===== src/rtl/aim_filter_pkg.sv =====
`default_nettype none
// ============================================================================
// Module      : aim_filter_pkg
// Description : Shared types and constants for the aim_filter block: the
//               tracker state encoding, active-video limits and an in-frame
//               coordinate check.
// Revision    : 1.0 - initial release
// ============================================================================
package aim_filter_pkg;

    typedef enum logic [1:0] {
        IDLE    = 2'd0,
        ACQUIRE = 2'd1,
        TRACK   = 2'd2,
        HOLD    = 2'd3
    } track_state_t;

    localparam int H_ACTIVE = 640;
    localparam int V_ACTIVE = 480;

    // Largest legal coordinate on each axis (inclusive)
    localparam logic [9:0] c_X_MAX = 10'(H_ACTIVE - 1);
    localparam logic [9:0] c_Y_MAX = 10'(V_ACTIVE - 1);

    // A coordinate pair inside the active picture area
    function automatic logic in_frame(input logic [9:0] x, input logic [9:0] y);
        return (x <= c_X_MAX) && (y <= c_Y_MAX);
    endfunction

endpackage : aim_filter_pkg
`default_nettype wire


===== src/rtl/ema_axis.sv =====
`default_nettype none
// ============================================================================
// Module      : ema_axis
// Description : One axis of the aim-point smoother. Holds the filtered
//               coordinate f; 'load' copies the sample directly, 'update'
//               applies f += (sample - f) >>> ALPHA_SHIFT with floor
//               rounding. 'limit' is the inclusive axis maximum and bounds
//               the result. With AIM_FILTER_DEADBAND_EN defined, an update
//               whose |sample - f| <= DEADBAND leaves f unchanged.
// Revision    : 1.0 - initial release
// ============================================================================
module ema_axis
    import aim_filter_pkg::*;
#(
    parameter int ALPHA_SHIFT = 2,
    parameter int DEADBAND    = 2
) (
    input  logic       clk,
    input  logic       reset,
    input  logic [9:0] sample,
    input  logic       load,
    input  logic       update,
    input  logic [9:0] limit,
    output logic [9:0] f
);

`ifdef AIM_FILTER_DEADBAND_EN
    localparam logic c_DB_EN = 1'b1;
`else
    localparam logic c_DB_EN = 1'b0;
`endif

    logic [9:0]        r_f;
    logic signed [10:0] w_d;
    logic signed [10:0] w_step;
    logic [10:0]       w_abs;
    logic [9:0]        w_sum;
    logic [9:0]        w_next;
    logic              w_in_db;
    logic              w_hold;

    // Signed error, floor-rounded step and candidate next value
    always_comb begin
        w_d     = $signed({1'b0, sample}) - $signed({1'b0, r_f});
        w_step  = w_d >>> ALPHA_SHIFT;
        // 10-bit modular add is the required truncation; the true result
        // is a convex combination of f and sample so it cannot wrap.
        w_sum   = r_f + w_step[9:0];
        w_next  = (w_sum > limit) ? limit : w_sum;
        w_abs   = w_d[10] ? 11'(-w_d) : 11'(w_d);
        w_in_db = (w_abs <= 11'(DEADBAND));
        w_hold  = c_DB_EN && w_in_db;
    end

    // Filter register: direct load wins, dead-band only gates EMA updates
    always_ff @(posedge clk or posedge reset) begin
        if (reset) begin
            r_f <= 10'd0;
        end else if (load) begin
            r_f <= sample;
        end else if (update && !w_hold) begin
            r_f <= w_next;
        end
    end

    assign f = r_f;

endmodule : ema_axis
`default_nettype wire


===== src/rtl/aim_filter.sv =====
`default_nettype none
// ============================================================================
// Module      : aim_filter
// Description : Per-frame aim-point stabiliser. On each falling edge of
//               v_sync the tracker sample is taken, an IDLE/ACQUIRE/TRACK/
//               HOLD machine advances, and X/Y are smoothed by two ema_axis
//               instances. All outputs are registered and change only on
//               the cycle after a frame edge, flagged by frame_tick.
//               Optional feature macro: AIM_FILTER_DEADBAND_EN (per-axis
//               dead-band on EMA updates).
// Revision    : 1.0 - initial release
// ============================================================================
module aim_filter
    import aim_filter_pkg::*;
#(
    parameter int ACQ_FRAMES  = 3,
    parameter int HOLD_FRAMES = 8,
    parameter int ALPHA_SHIFT = 2,
    parameter int DEADBAND    = 2
) (
    input  logic       clk,
    input  logic       reset,
    input  logic       v_sync,
    input  logic [9:0] aim_x,
    input  logic [9:0] aim_y,
    input  logic       aim_detected,
    output logic [9:0] filt_x,
    output logic [9:0] filt_y,
    output logic       filt_valid,
    output logic [1:0] track_state,
    output logic       frame_tick,
    output logic [7:0] lost_cnt
);

    localparam logic [3:0] c_ACQ_FRAMES  = 4'(ACQ_FRAMES);
    localparam logic [7:0] c_HOLD_FRAMES = 8'(HOLD_FRAMES);

    track_state_t r_state;
    track_state_t w_state_nxt;
    logic [3:0]   r_acq_cnt;
    logic [3:0]   w_acq_nxt;
    logic [3:0]   w_acq_inc;
    logic [7:0]   r_lost_cnt;
    logic [7:0]   w_lost_nxt;
    logic [7:0]   w_lost_inc;
    logic         r_vs_q;
    logic         r_valid;
    logic         r_tick;
    logic         w_edge;
    logic         w_det;
    logic         w_load;
    logic         w_update;

    // Frame boundary and effective detect (out-of-picture counts as a miss)
    assign w_edge     = r_vs_q & ~v_sync;
    assign w_det      = aim_detected & in_frame(aim_x, aim_y);
    assign w_acq_inc  = r_acq_cnt + 4'd1;
    assign w_lost_inc = r_lost_cnt + 8'd1;

    // Next-state, counter and filter-control logic, active only on an edge
    always_comb begin
        w_state_nxt = r_state;
        w_acq_nxt   = r_acq_cnt;
        w_lost_nxt  = r_lost_cnt;
        w_load      = 1'b0;
        w_update    = 1'b0;
        if (w_edge) begin
            case (r_state)
                IDLE: begin
                    if (w_det) begin
                        if (c_ACQ_FRAMES == 4'd1) begin
                            w_state_nxt = TRACK;
                            w_acq_nxt   = 4'd0;
                            w_load      = 1'b1;
                        end else begin
                            w_state_nxt = ACQUIRE;
                            w_acq_nxt   = 4'd1;
                        end
                    end
                end
                ACQUIRE: begin
                    if (w_det) begin
                        if (w_acq_inc >= c_ACQ_FRAMES) begin
                            w_state_nxt = TRACK;
                            w_acq_nxt   = 4'd0;
                            w_load      = 1'b1;
                        end else begin
                            w_acq_nxt   = w_acq_inc;
                        end
                    end else begin
                        w_state_nxt = IDLE;
                        w_acq_nxt   = 4'd0;
                    end
                end
                TRACK: begin
                    if (w_det) begin
                        w_update = 1'b1;
                    end else if (c_HOLD_FRAMES == 8'd1) begin
                        // A single tolerated miss is already exhausted
                        w_state_nxt = IDLE;
                        w_lost_nxt  = 8'd0;
                    end else begin
                        w_state_nxt = HOLD;
                        w_lost_nxt  = 8'd1;
                    end
                end
                HOLD: begin
                    if (w_det) begin
                        w_state_nxt = TRACK;
                        w_lost_nxt  = 8'd0;
                        w_update    = 1'b1;
                    end else if (w_lost_inc >= c_HOLD_FRAMES) begin
                        w_state_nxt = IDLE;
                        w_lost_nxt  = 8'd0;
                    end else begin
                        w_lost_nxt  = w_lost_inc;
                    end
                end
                default: begin
                    w_state_nxt = IDLE;
                    w_acq_nxt   = 4'd0;
                    w_lost_nxt  = 8'd0;
                end
            endcase
        end
    end

    // State, counters, validity and tick registers
    always_ff @(posedge clk or posedge reset) begin
        if (reset) begin
            // vs_q clears low so an edge coincident with reset release is
            // not seen; v_sync must be observed high first.
            r_vs_q     <= 1'b0;
            r_state    <= IDLE;
            r_acq_cnt  <= 4'd0;
            r_lost_cnt <= 8'd0;
            r_valid    <= 1'b0;
            r_tick     <= 1'b0;
        end else begin
            r_vs_q     <= v_sync;
            r_state    <= w_state_nxt;
            r_acq_cnt  <= w_acq_nxt;
            r_lost_cnt <= w_lost_nxt;
            r_valid    <= (w_state_nxt == TRACK) || (w_state_nxt == HOLD);
            r_tick     <= w_edge;
        end
    end

    ema_axis #(
        .ALPHA_SHIFT (ALPHA_SHIFT),
        .DEADBAND    (DEADBAND)
    ) u_ema_x (
        .clk    (clk),
        .reset  (reset),
        .sample (aim_x),
        .load   (w_load),
        .update (w_update),
        .limit  (c_X_MAX),
        .f      (filt_x)
    );

    ema_axis #(
        .ALPHA_SHIFT (ALPHA_SHIFT),
        .DEADBAND    (DEADBAND)
    ) u_ema_y (
        .clk    (clk),
        .reset  (reset),
        .sample (aim_y),
        .load   (w_load),
        .update (w_update),
        .limit  (c_Y_MAX),
        .f      (filt_y)
    );

    assign filt_valid  = r_valid;
    assign track_state = r_state;
    assign frame_tick  = r_tick;
    assign lost_cnt    = r_lost_cnt;

endmodule : aim_filter
`default_nettype wire


===== config.mk =====
export PLATFORM = sky130hd
export DESIGN_NAME = aim_filter
export DESIGN_NICKNAME = d
export VERILOG_FILES = /design/src/rtl/aim_filter_pkg.sv /design/src/rtl/ema_axis.sv /design/src/rtl/aim_filter.sv
export SDC_FILE = /design/constraint.sdc
export NUM_CORES = 1
export LEC_CHECK = 0
export BUFFER_PORTS_ARGS = -buffer_cell sky130_fd_sc_hd__buf_2
export CORE_UTILIZATION = 40
export CTS_CLUSTER_DIAMETER = 200
export CTS_CLUSTER_SIZE = 40
export DETAILED_ROUTE_END_ITERATION = 16
export PLACE_DENSITY = 0.67
export SYNTH_ARGS = -nofsm -noshare
export SYNTH_HDL_FRONTEND = slang
export SYNTH_SLANG_ARGS = --single-unit

===== constraint.sdc =====
create_clock -name clk -period 4.4 [get_ports clk]
set_clock_uncertainty 0.15 [all_clocks]
set_input_delay 0.88 -clock clk [delete_from_list [all_inputs] [get_ports clk]]
set_output_delay 0.88 -clock clk [all_outputs]
set_load 0.1 [all_outputs]

# Yosys cells after proc, flatten, opt, wreduce, memory -nomap -nowiden
# Index checks and enable logic that the tools add are counted.
op_classes:
  addsub: 6
  order_cmp: 6
  eq_ne: 7
  n_mux: 29
  n_bitwise: 3
  n_reduce_logical: 9
ops:
  columns: ["operator", "count"]
  rows:
  - ["10-bit two-way mux", 6]
  - ["8-bit two-way mux", 3]
  - ["10-bit by 10-bit subtractor with 11-bit output", 2]
  - ["10-bit adder", 2]
  - ["8-bit case mux with 2 select lines", 1]
  - ["2-bit two-way mux", 7]
  - ["4-bit two-way mux", 3]
  - ["10-bit greater-than comparator, second input constant", 1]
  - ["10-bit by 9-bit greater-than comparator with 1-bit output, second input constant", 1]
  - ["10-bit less-or-equal comparator, second input constant", 1]
  - ["10-bit by 9-bit less-or-equal comparator with 1-bit output, second input constant", 1]
  - ["8-bit by 1-bit adder with 8-bit output, second input constant", 1]
  - ["2-bit == test, second input constant", 4]
  - ["8-bit by 4-bit greater-or-equal comparator with 1-bit output, second input constant", 1]
  - ["2-bit case mux with 4 select lines", 1]
  - ["4-bit case mux with 2 select lines", 1]
  - ["1-bit two-way mux", 7]
  - ["3-bit AND reduction", 2]
  - ["2-bit nonzero test", 3]
  - ["4-bit by 1-bit adder with 4-bit output, second input constant", 1]
  - ["4-bit by 2-bit greater-or-equal comparator with 1-bit output, second input constant", 1]
  - ["2-bit inequality test, second input constant", 2]
  - ["1-bit bitwise AND", 2]
  - ["2-bit by 1-bit == test with 1-bit output, second input constant", 1]
  - ["5 further kinds", 5]
word_totals:
  reg_bits: 37
  in_bits: 24
  output_inout_bits: 32
  wordCells: 68

# Depth between registers and ports, before layout
# Gate-level depths: netlist (run 1).
depth:
  ltp_word: 8
  ltp_mapped: 19
  ltp_nobuf: 19

# Modules after synthesis
# From an unflattened synthesis (run 1), not the netlist that was laid out.
hier_totals:
  cells_unflattened: 486
  hier_area_um2: 4026.4
modules_own_cells:
  columns: ["mod", "n_inst", "cells_per_inst", "area_each_um2", "seq_area_each_um2"]
  rows:
  - ["ema_axis (u_ema_y)", 1, 200, 1579.0, 250.2]
  - ["ema_axis (u_ema_x)", 1, 198, 1567.8, 250.2]
  - ["aim_filter", 1, 88, 879.6, 425.4]

# Least setup slack after synthesis (run 1)
# Ideal clock, no wire load.
synth_timing:
  kind: "register -> register"
  from: "register u_ema_y.r_f[2], in the netlist u_ema_y.f[2]"
  to: "register u_ema_y.r_f[0], in the netlist u_ema_y.f[0]"
  setup_time_ns: 0.133
  arrival_ns: 4.211
  required_time_ns: 4.117
  path_slack_ns: -0.094
  stages_incl_launch_ff: 19
  n_path_buf: 0
  synth_period_minus_slack_ns: 4.494
  path_cell_list: "dfrtp_1 -> inv_1 -> ha_1 -> a21o_1 -> a31o_2 -> a41oi_2 -> nor2b_1 -> o21a_1 -> nor2_1 -> xnor2_1 -> ha_1 -> or2_2 -> o31ai_1 -> nor2_1 -> o311ai_1 -> xor2_1 -> nand2_2 -> a41oi_4 -> a211oi_1"
synth_between:
  elab_chain_cells: 6
synth_lines:
  columns: ["element", "line", "rtl"]
  rows:
  - ["from (decl)", "ema_axis.sv:33", "logic [9:0] r_f;"]
  - ["from (signal assigned)", "ema_axis.sv:60", "r_f <= sample;"]
  - ["from (signal assigned)", "ema_axis.sv:62", "r_f <= w_next;"]
  - ["10-bit by 10-bit subtractor with 11-bit output", "ema_axis.sv:44", "w_d = $signed({1'b0, sample}) - $signed({1'b0, r_f});"]
  - ["10-bit adder *", "ema_axis.sv:48", "w_sum = r_f + w_step[9:0];"]
  - ["10-bit by 9-bit greater-than comparator with 1-bit output", "ema_axis.sv:49", "w_next = (w_sum > limit) ? limit : w_sum;"]
  - ["10-bit two-way mux *", "ema_axis.sv:49", null]
  - ["10-bit two-way mux *", "ema_axis.sv:61", "end else if (update && !w_hold) begin"]
  - ["10-bit two-way mux *", "ema_axis.sv:59", "end else if (load) begin"]
# Mark *: on every way between the ends. The rest lies on a longest branch, timed or not. The select of a mux whose other input is x is not followed.
# A chain may end at the register's enable or synchronous reset.

# Worst setup path after layout (run 1)
layout_timing:
  from: "input aim_y[2]"
  to: "register u_ema_y.r_f[5], in the netlist u_ema_y.f[5]"
layout_between:
  elab_chain_cells: 7
  elab_cells_between_ends: 16
  classes_between: "add/sub (2); order compare (2); mux (9); bitwise (1); reduce/logical (2)"
layout_lines:
  columns: ["element", "line", "rtl"]
  rows:
  - ["from (decl)", "aim_filter.sv:25", "input logic [9:0] aim_y,"]
  - ["branches (longest 7 deep; another with 10-bit by 10-bit subtractor with 11-bit output)", null, null]
# Several ways; the timed one is not identified. The select of a mux whose other input is x is not followed.

==> impl_metrics.json, run 1 <==
{
  "fin_nets": 521,
  "path_cells": "buf_2 -> ha_1 -> a21o_1 -> a31o_2 -> and2_1 -> o21a_1 -> nor2_2 -> xnor2_1 -> ha_1 -> o211ai_2 -> o211a_1 -> or4_1 -> o311ai_2 -> xor2_1 -> nand2_2 -> a41oi_4 -> a221o_1",
  "grt_max_degree": 38,
  "p_int_uw": 1020,
  "r2r_slack_ns": 0.43,
  "synth_nets": 442,
  "cts_resized": 0,
  "dp_hpwl_um": 6210,
  "ys_ff_latch": 37,
  "coreArea_um2": 7810,
  "crit_buf_inv": 1,
  "finalMaxSlewViolations": 0,
  "n_antenna_cell": 0,
  "setup_slack_ns": 0.186,
  "area_delta_synth_final_pct": 21.2,
  "fin_crit_sh_pct": 95.8,
  "grt_pass1_vias": 2949,
  "antenna_found_initial": 0,
  "setup_tns_ns": 0,
  "cp_slowest_stage_delay_ns": 0.53,
  "maxCapViolCount": 0,
  "globalplace.congestion": 0.820,
  "vdd_ir_drop_max_uv": 201,
  "crit_path_max_fanout": 6,
  "crit_path_frequent_cell": "ha_1",
  "ff2ff_path_depth": 17,
  "synth_edf_count": 0,
  "synthArstFlopShare_pct": 100,
  "cts_buffers": 5,
  "cts-root-buf": "clkbuf_8",
  "clkPwrFrac_pct": 18.9,
  "via_per_inst": 5.40,
  "crit_start": "aim_y[2]",
  "track_usage_pct": 19.6,
  "start_util_pct": 41.9,
  "clock.fmax_mhz": 237,
  "critPathKind": "in -> reg",
  "clkTransAtPathRegs_ns": 0.08,
  "yosysWarnings": 0,
  "cp_top_family": "compound AO/OA/AOI/OAI gates",
  "start_kind": "input pin",
  "hold_class": "reg -> reg",
  "cts_hold_buf": 0,
  "drtIter0Drc": 153,
  "cts_tree": "done",
  "avgSynthCellArea_um2": 8.77,
  "switchingPower_uw": 895,
  "synth_top_area_cell": "dfrtp_1",
  "vias": 2996,
  "final_cell_count_no_fill": 555,
  "status": "complete, no violations",
  "power.share.combinational_pct": 58.2,
  "finalHoldViolations": 0,
  "post_cts_buffers": 0,
  "dp_cells": 547,
  "finalCriticalPeriod_ns": 4.21,
  "power.density_nw_per_um2": 484,
  "io-pin-count": 56,
  "path_depth": 17,
  "rows": 32,
  "ys_seq_area_share_pct": 28.3,
  "portBuffers": 55,
  "tightestPinTransition_ns": 0.652,
  "rr_endpoint": "u_ema_y.f[5]",
  "crit_slowest_cell": "or4_1",
  "endpoint": "u_ema_y.f[5]",
  "post-route-util_pct": 50.8,
  "clockBufferDepth": 2,
  "die_y_um": 92.4,
  "drtPass1Iterations": 5,
  "arrival_ns": 4.29,
  "drc": 0,
  "dieWidth_um": 92.4,
  "clk-insertion-delay-late_ns": 0.30,
  "yosysUniqueCellTypes": 56,
  "synth_area_um2": 3270,
  "critPathRequiredTime_ns": 4.48,
  "ctsHtreeMaxLevel": 2,
  "worstSetupEndpointType": "flip-flop",
  "ant_nets": 0,
  "r2r_start": "u_ema_y.f[2]",
  "synthTopCellsByArea": "dfrtp_1 28%, ha_1 16%, xnor2_1 4.3%",
  "synth_cells": 373,
  "leakage_uw": 0.00195,
  "drive_gt1_share_pct": 24.1,
  "seqPwrFrac_pct": 22.9,
  "total_power_uw": 1920,
  "cts_num_sinks": 37,
  "yosys.area.top_type_share_pct": 28.3,
  "swShare_pct": 46.7,
  "setup-violations-final": 0,
  "max-slew-margin-rel_pct": 56.4,
  "yosys_most_used_dff": "dfrtp_1",
  "place_ws_ns": -0.153,
  "die-area_um2": 8540,
  "grt_pass1_wl_um": 13600,
  "overflow": 0,
  "wire_per_inst_um": 14.2,
  "finalWirelength_um": 7870
}
==> power by group through the flow <==
stage | clock network [uW] | logic [uW] | registers [uW]
3_3_place_gp | 0 | 1080 | 444
4_1_cts | 370 | 1110 | 440
5_1_grt | 382 | 1230 | 449
2_1_floorplan | 0 | 570 | 684
6_report | 362 | 1120 | 440
3_5_place_dp | 0 | 1110 | 446
==> layout make-up <==
class,instances,area [um2]
Fill cell,782,3840
Multi-Input combinational cell,297,2190
Sequential cell,37,930
Timing Repair Buffer,80,463
Tap cell,102,128
Inverter,31,116
Clock buffer,5,68.8
Clock inverter,3,68.8
==> flip-flops by register name (all words and copies together) (netlist names) <==
signal and flops:
track_state 2, frame_tick 1, lost_cnt 8, filt_valid 1, r_vs_q 1, u_ema_y.f 10
u_ema_x.f 10, r_acq_cnt 4
==> cells by family (layout without fill, tap and decap cells) <==
family                   Yosys count  in the layout  synth area share (%)
adder cells (fa/ha/maj)           45             45                  17.7
multiplexers                       3              3                 0.919
AO/OA/AOI/OAI                    110            110                  22.9
buffers and inverters             39            119                  5.09
flip-flops                        37             37                  28.3
AND/OR/NAND/NOR                  111            111                  17.6
XOR/XNOR                          28             28                  7.50
==> worst register-to-register path: stages (launching register included) <==
cell and delay, ns:
dfrtp_2 0.43, inv_1 0.08, ha_1 0.23, a21o_1 0.17, a31o_2 0.23, and2_1 0.18, o21a_1 0.19, nor2_2 0.09
xnor2_1 0.09, ha_1 0.31, o211ai_2 0.10, o211a_1 0.23, or4_1 0.53, o311ai_2 0.10, xor2_1 0.20, nand2_2 0.10
a41oi_4 0.29, a221o_1 0.18
==> synthesized netlist by cell type (all sizes together) (2+ instances only) <==
cell type and count:
a41oi 3, and2 10, nor3 12, inv 31, a21o 7, or2 4
a22oi 4, a211oi 3, mux2i 3, nand3 11, xnor2 16, or4 3
a221oi 3, o31ai 5, xor2 12, nor2b 6, nand2 20, o21ai 25
clkbuf 8, o211ai 3, and3 4, o21bai 2, o22ai 5, ha 43
nor2 25, nand4 6, fa 2, a31oi 10, o21a 4, nand2b 3
dfrtp 37, a21oi 27
==> per-layer routing <==
metal / track usage [%] / routed length, um
met3: 2.71 / 269
met1: 25.1 / 3620
met2: 34.1 / 3890
met5: 0 / 0
met4: 5.86 / 93
==> through the flow <==
stage	hold slack, ns	area [um2]
finish	0.375	3960
global route	0.407	3960
CTS	0.381	3950
detailed placement	0.361	3810
global placement	0.352	3810
floorplan	0.327	3270
==> worst min path at each step <==
| stage | depth (start not counted) | end | start |
|---|---|---|---|
| detailed placement | 1 | r_acq_cnt[2] | r_acq_cnt[2] |
| global placement | 1 | r_acq_cnt[2] | r_acq_cnt[2] |
| global route | 1 | lost_cnt[5] | lost_cnt[5] |
| floorplan | 1 | r_acq_cnt[2] | r_acq_cnt[2] |
| CTS | 1 | r_acq_cnt[2] | r_acq_cnt[2] |
| finish | 1 | r_acq_cnt[2] | r_acq_cnt[2] |
==> cell usage in the layout (no fill, tap or decap), types with 4 or more instances in the layout <==
cell type,netlist,final
a21o_1,7,7
a21oi_1,27,27
a22oi_1,4,4
a31oi_1,8,8
and2_1,9,9
and3_1,4,4
buf_2,0,55
buf_4,0,25
clkbuf_8,2,5
dfrtp_1,37,34
ha_1,43,43
inv_1,31,31
nand2_1,19,19
nand3_1,11,11
nand4_1,6,6
nor2_1,25,24
nor2b_1,6,6
nor3_1,12,12
o21a_1,4,4
o21ai_0,24,24
o22ai_1,5,5
o31ai_1,5,5
or2_2,4,4
xnor2_1,16,16
xor2_1,12,12
No activity file was read; power rests on OpenSTA's default activity.
==> run 2, diff against run 1 <==
--- a/config.mk
+++ b/config.mk
@@ -5,7 +5,8 @@
 export SDC_FILE = /design/constraint.sdc
 export NUM_CORES = 1
 export LEC_CHECK = 0
-export BUFFER_PORTS_ARGS = -buffer_cell sky130_fd_sc_hd__buf_2
+export ABC_CLOCK_PERIOD_IN_PS = 4400
+export BUFFER_PORTS_ARGS = -buffer_cell sky130_fd_sc_hd__clkbuf_2
 export CORE_UTILIZATION = 40
 export CTS_CLUSTER_DIAMETER = 200
 export CTS_CLUSTER_SIZE = 40
==> run 2 against run 1 <==
Die area did not move. Critical endpoint unchanged. Utilization fell by 0.14 points. Sequential power barely moved.
==> impl_metrics.json, run 2 (synthesis results as in run 1) <==
{
  "status": "complete, no violations",
  "overflow": 0,
  "r2r_start": "u_ema_y.f[2]",
  "vias": 2974,
  "total_power_uw": 1930,
  "drtPass1Iterations": 4,
  "finalWirelength_um": 8000,
  "ant_nets": 0,
  "fin_crit_sh_pct": 95.6,
  "fin_nets": 519,
  "globalplace.congestion": 0.818,
  "coreArea_um2": 7810,
  "ctsHtreeMaxLevel": 2,
  "cts_hold_buf": 0,
  "finalMaxSlewViolations": 0,
  "finalCriticalPeriod_ns": 4.21,
  "grt_pass1_wl_um": 13800,
  "leakage_uw": 0.00194,
  "power.density_nw_per_um2": 489,
  "maxCapViolCount": 0,
  "cts_num_sinks": 37,
  "worstSetupEndpointType": "flip-flop",
  "area_delta_synth_final_pct": 20.9,
  "die_y_um": 92.4,
  "max-slew-margin-rel_pct": 54.8,
  "vdd_ir_drop_max_uv": 190,
  "crit_slowest_cell": "fa_1",
  "drc": 0,
  "path_cells": "clkbuf_2 -> ha_1 -> a21o_1 -> a31o_2 -> and2_1 -> nor2_1 -> inv_1 -> fa_1 -> nand3b_1 -> a21boi_1 -> o21a_1 -> nor2_1 -> a21oi_1 -> xor2_1 -> buf_4 -> a41oi_4 -> a221o_1",
  "ff2ff_path_depth": 17,
  "dieWidth_um": 92.4,
  "crit_start": "aim_y[2]",
  "io-pin-count": 56,
  "grt_pass1_vias": 2993,
  "setup_tns_ns": 0,
  "setup-violations-final": 0,
  "die-area_um2": 8540,
  "critPathKind": "in -> reg",
  "antenna_found_initial": 0,
  "track_usage_pct": 20.0,
  "hold_class": "reg -> reg",
  "wire_per_inst_um": 14.5,
  "finalHoldViolations": 0,
  "via_per_inst": 5.38,
  "arrival_ns": 4.23,
  "final_common_cell": "clkbuf_2",
  "r2r_slack_ns": 0.42,
  "setup_slack_ns": 0.193,
  "crit_path_max_fanout": 6,
  "rr_endpoint": "u_ema_y.f[5]",
  "critPathRequiredTime_ns": 4.43,
  "path_depth": 17,
  "dp_hpwl_um": 6230,
  "cp_slowest_stage_delay_ns": 0.45,
  "cts_buffers": 5,
  "crit_path_frequent_cell": "nor2_1",
  "clkTransAtPathRegs_ns": 0.08,
  "whs_ns": 0.378,
  "n_antenna_cell": 0,
  "start_util_pct": 41.9,
  "drtIter0Drc": 155,
  "clock.fmax_mhz": 238,
  "clockBufferDepth": 2,
  "cts-root-buf": "clkbuf_8",
  "layout_common_cells": "55 x clkbuf_2, 43 x ha_1, 34 x dfrtp_1",
  "tightestPinTransition_ns": 0.677,
  "start_kind": "input pin",
  "rows": 32,
  "clk-insertion-delay-late_ns": 0.29,
  "grt_max_degree": 38,
  "endpoint": "u_ema_y.f[5]",
  "crit_buf_inv": 3,
  "drive_gt1_share_pct": 23.9,
  "cp_top_family": "compound AO/OA/AOI/OAI gates",
  "cts_tree": "done",
  "portBuffers": 55,
  "place_ws_ns": -0.124
}
[run 2: per-layer routing]
layer,part of all wire [%],vias up,track usage [%]
li1,-,1511,-
met1,46,1401,26.0
met2,49,54,34.7
met3,3.3,8,2.63
met4,1.3,0,5.21
met5,0,-,0
[run 2: layout make-up]
| cell class | count | area (um2) |
|---|---|---|
| fill | 764 | 3860 |
| multi-input combinational | 297 | 2190 |
| sequential | 37 | 930 |
| timing repair buffer | 78 | 448 |
| tap | 102 | 128 |
| inverter | 31 | 116 |
| clock buffer | 5 | 68.8 |
| clock inverter | 3 | 68.8 |
[run 2: where the power goes]
part | internal, uW | total (uW) | switching, uW
logic | 411 | 1130 | 714
clock network | 228 | 366 | 138
registers | 381 | 439 | 57.7
total | 1020 | 1930 | 910
[run 2: stage by stage]
| stage | util, % | instance area (um2) | cells |
|---|---|---|---|
| after floorplan | - | 3270 | 373 |
| after global placement | 48.6 | 3790 | 544 |
| after detailed placement | 48.6 | 3790 | 544 |
| after CTS | 50.3 | 3930 | 552 |
| after global routing | 50.6 | 3950 | 553 |
| final | 50.6 | 3950 | 553 |
[run 2: worst reg2reg max path, cell delays in order, from the launching register on]
cell      delay (ns)
dfrtp_2         0.43
inv_1           0.08
ha_1            0.23
a21o_1          0.17
a31o_2          0.23
and2_1          0.18
nor2_1          0.16
inv_1           0.08
fa_1            0.45
nand3b_1        0.22
a21boi_1        0.19
o21a_1          0.13
nor2_1          0.05
a21oi_1         0.20
xor2_1          0.21
buf_4           0.16
a41oi_4         0.16
a221o_1         0.36
[run 2: worst min path at each step]
stage | from | to | slack [ns] | cells after the start
global placement | r_acq_cnt[2] | r_acq_cnt[2] | 0.35 | 1
detailed placement | r_acq_cnt[2] | r_acq_cnt[2] | 0.36 | 1
floorplan | r_acq_cnt[2] | r_acq_cnt[2] | 0.33 | 1
CTS | r_acq_cnt[2] | r_acq_cnt[2] | 0.39 | 1
finish | r_acq_cnt[2] | r_acq_cnt[2] | 0.38 | 1
global route | r_acq_cnt[2] | r_acq_cnt[2] | 0.42 | 1
[run 2: repair_timing]
action | CTS | global route
buffers inserted | 0 | 1
endpoints found under the setup margin | 0 | 9
hold endpoints to repair | 0 | 0
gates resized for setup | 0 | 5
==> run 3, diff against run 2 <==
--- a/config.mk
+++ b/config.mk
@@ -6,12 +6,13 @@
 export NUM_CORES = 1
 export LEC_CHECK = 0
 export ABC_CLOCK_PERIOD_IN_PS = 4400
-export BUFFER_PORTS_ARGS = -buffer_cell sky130_fd_sc_hd__clkbuf_2
+export CORE_MARGIN = 2
 export CORE_UTILIZATION = 40
 export CTS_CLUSTER_DIAMETER = 200
 export CTS_CLUSTER_SIZE = 40
 export DETAILED_ROUTE_END_ITERATION = 16
-export PLACE_DENSITY = 0.67
+export DONT_BUFFER_PORTS = 1
+export PLACE_DENSITY = 0.61
 export SYNTH_ARGS = -nofsm -noshare
 export SYNTH_HDL_FRONTEND = slang
 export SYNTH_SLANG_ARGS = --single-unit
==> run 3 against run 2 <==
Setup slack better by 0.035 ns. Flip-flop and latch count stayed put. Sequential power is 18% higher. Worst hold slack worse by 0.0026 ns. Clock power is 14% lower. Critical path depth is 1 lower. Non-clock buffer count is 42 lower. Wire length is 1.1% lower. Cell count is 7.6% lower. Power is 7.5% lower. First-iteration DRC count is 26% lower. Largest cell class unchanged. Largest power group unchanged.
==> impl_metrics.json, run 3 (synthesis results as in run 1) <==
{
  "critPathKind": "in -> reg",
  "vdd_ir_drop_max_uv": 193,
  "leakage_uw": 0.00176,
  "post_cts_buffers": 0,
  "clock.fmax_mhz": 240,
  "maxCapViolCount": 0,
  "dp_hpwl_um": 6270,
  "hold_class": "reg -> reg",
  "cts_tree": "done",
  "rr_endpoint": "u_ema_y.f[4]",
  "fin_crit_sh_pct": 94.8,
  "start_util_pct": 41.9,
  "setup_tns_ns": 0,
  "ff2ff_path_depth": 17,
  "total_power_uw": 1790,
  "n_antenna_cell": 0,
  "drtIter0Drc": 114,
  "worstSetupEndpointType": "flip-flop",
  "power.density_nw_per_um2": 477,
  "clk-insertion-delay-late_ns": 0.29,
  "r2r_slack_ns": 0.40,
  "r2r_start": "u_ema_y.f[2]",
  "max-slew-margin-rel_pct": 22.0,
  "die-area_um2": 8910,
  "overflow": 0,
  "cts_hold_buf": 0,
  "drive_gt1_share_pct": 15.4,
  "drc": 0,
  "final_common_cell": "ha_1",
  "arrival_ns": 4.18,
  "start_kind": "input pin",
  "detailed_place.area_um2": 3620,
  "rsz0062_at_grt": "false",
  "multiInputGateArea_um2": 2180,
  "final_area_um2": 3740,
  "cts_num_sinks": 37,
  "tightestPinTransition_ns": 1.17,
  "layout_common_cells": "43 x ha_1, 36 x buf_4, 34 x dfrtp_1",
  "grt_max_degree": 22,
  "critPathRequiredTime_ns": 4.41,
  "area_delta_synth_final_pct": 14.5,
  "regArea_um2": 930,
  "fin_nets": 477,
  "vias": 2808,
  "dieWidth_um": 94.4,
  "io-pin-count": 56,
  "grt_pass1_wl_um": 13400,
  "via_per_inst": 5.50,
  "endpoint": "u_ema_y.f[4]",
  "setup-violations-final": 0,
  "ctsHtreeMaxLevel": 2,
  "drtPass1Iterations": 4,
  "crit_start": "aim_y[2]",
  "cts-root-buf": "clkbuf_8",
  "n_fill_cell": 759,
  "finalHoldViolations": 0,
  "post-route-util_pct": 48.0,
  "crit_path_max_fanout": 6,
  "clockBufferDepth": 2,
  "finalMaxSlewViolations": 0,
  "globalplace.congestion": 0.872,
  "finalCriticalPeriod_ns": 4.17,
  "rows": 32,
  "portBuffers": 0,
  "finalWirelength_um": 7920,
  "wire_per_inst_um": 15.5,
  "grt_pass1_vias": 2829,
  "cts_buffers": 5,
  "status": "complete, no violations",
  "coreArea_um2": 7810,
  "track_usage_pct": 19.0,
  "antenna_found_initial": 0,
  "cts_resized": 0,
  "die_y_um": 94.4,
  "ant_nets": 0,
  "clkTransAtPathRegs_ns": 0.08
}
==> run 3: per-stage QoR <==
step	hold WS (ns)	setup slack (ns)	instances
6_report	0.375	0.228	511
5_1_grt	0.414	0.0105	511
4_1_cts	0.378	0.175	511
3_5_place_dp	0.360	-0.106	503
3_3_place_gp	0.357	0.0336	503
2_1_floorplan	0.327	0.108	373
==> run 3: how the worst min path moves through the flow <==
| stage | from | end | slack, ns | cells past startpoint |
|---|---|---|---|---|
| after global routing | r_acq_cnt[2] | r_acq_cnt[2] | 0.41 | 1 |
| after CTS | r_acq_cnt[2] | r_acq_cnt[2] | 0.38 | 1 |
| final | r_acq_cnt[2] | r_acq_cnt[2] | 0.38 | 1 |
| after global placement | r_acq_cnt[2] | r_acq_cnt[2] | 0.36 | 1 |
| after detailed placement | r_acq_cnt[2] | r_acq_cnt[2] | 0.36 | 1 |
| after floorplan | r_acq_cnt[2] | r_acq_cnt[2] | 0.33 | 1 |
==> run 3: worst max-delay path, stage by stage <==
cell	delay [ns]
ha_1	0.30
a21o_1	0.19
a31o_2	0.24
and2_1	0.18
o21a_1	0.19
nor2_1	0.12
xnor2_1	0.10
ha_1	0.32
o211ai_2	0.10
o211a_1	0.24
or4_1	0.52
o311ai_2	0.10
xor2_1	0.21
nand2_2	0.10
a41oi_4	0.27
a21oi_1	0.12
==> run 3: final cells by class <==
class                      instances  area share [%]
clock buffer                       7            2.31
clock inverter                     1           0.802
inverter                          31            3.11
multi-input combinational        297            58.3
sequential                        37            24.8
tap                              102            3.41
timing repair buffer              36            7.22
==> run 3: metal layers <==
| layer | GRT usage, % | part of all wire [%] |
|---|---|---|
| met4 | 4.47 | 0.96 |
| met3 | 5.11 | 5.6 |
| met1 | 23.7 | 47 |
| met2 | 32.7 | 47 |
| met5 | 0 | 0 |
==> run 3: power by group <==
| part | switching (uW) | leakage, uW | internal [uW] |
|---|---|---|---|
| sequential | 137 | 0.000471 | 379 |
| clock | 128 | 0.0000585 | 185 |
| combinational | 599 | 0.00123 | 357 |
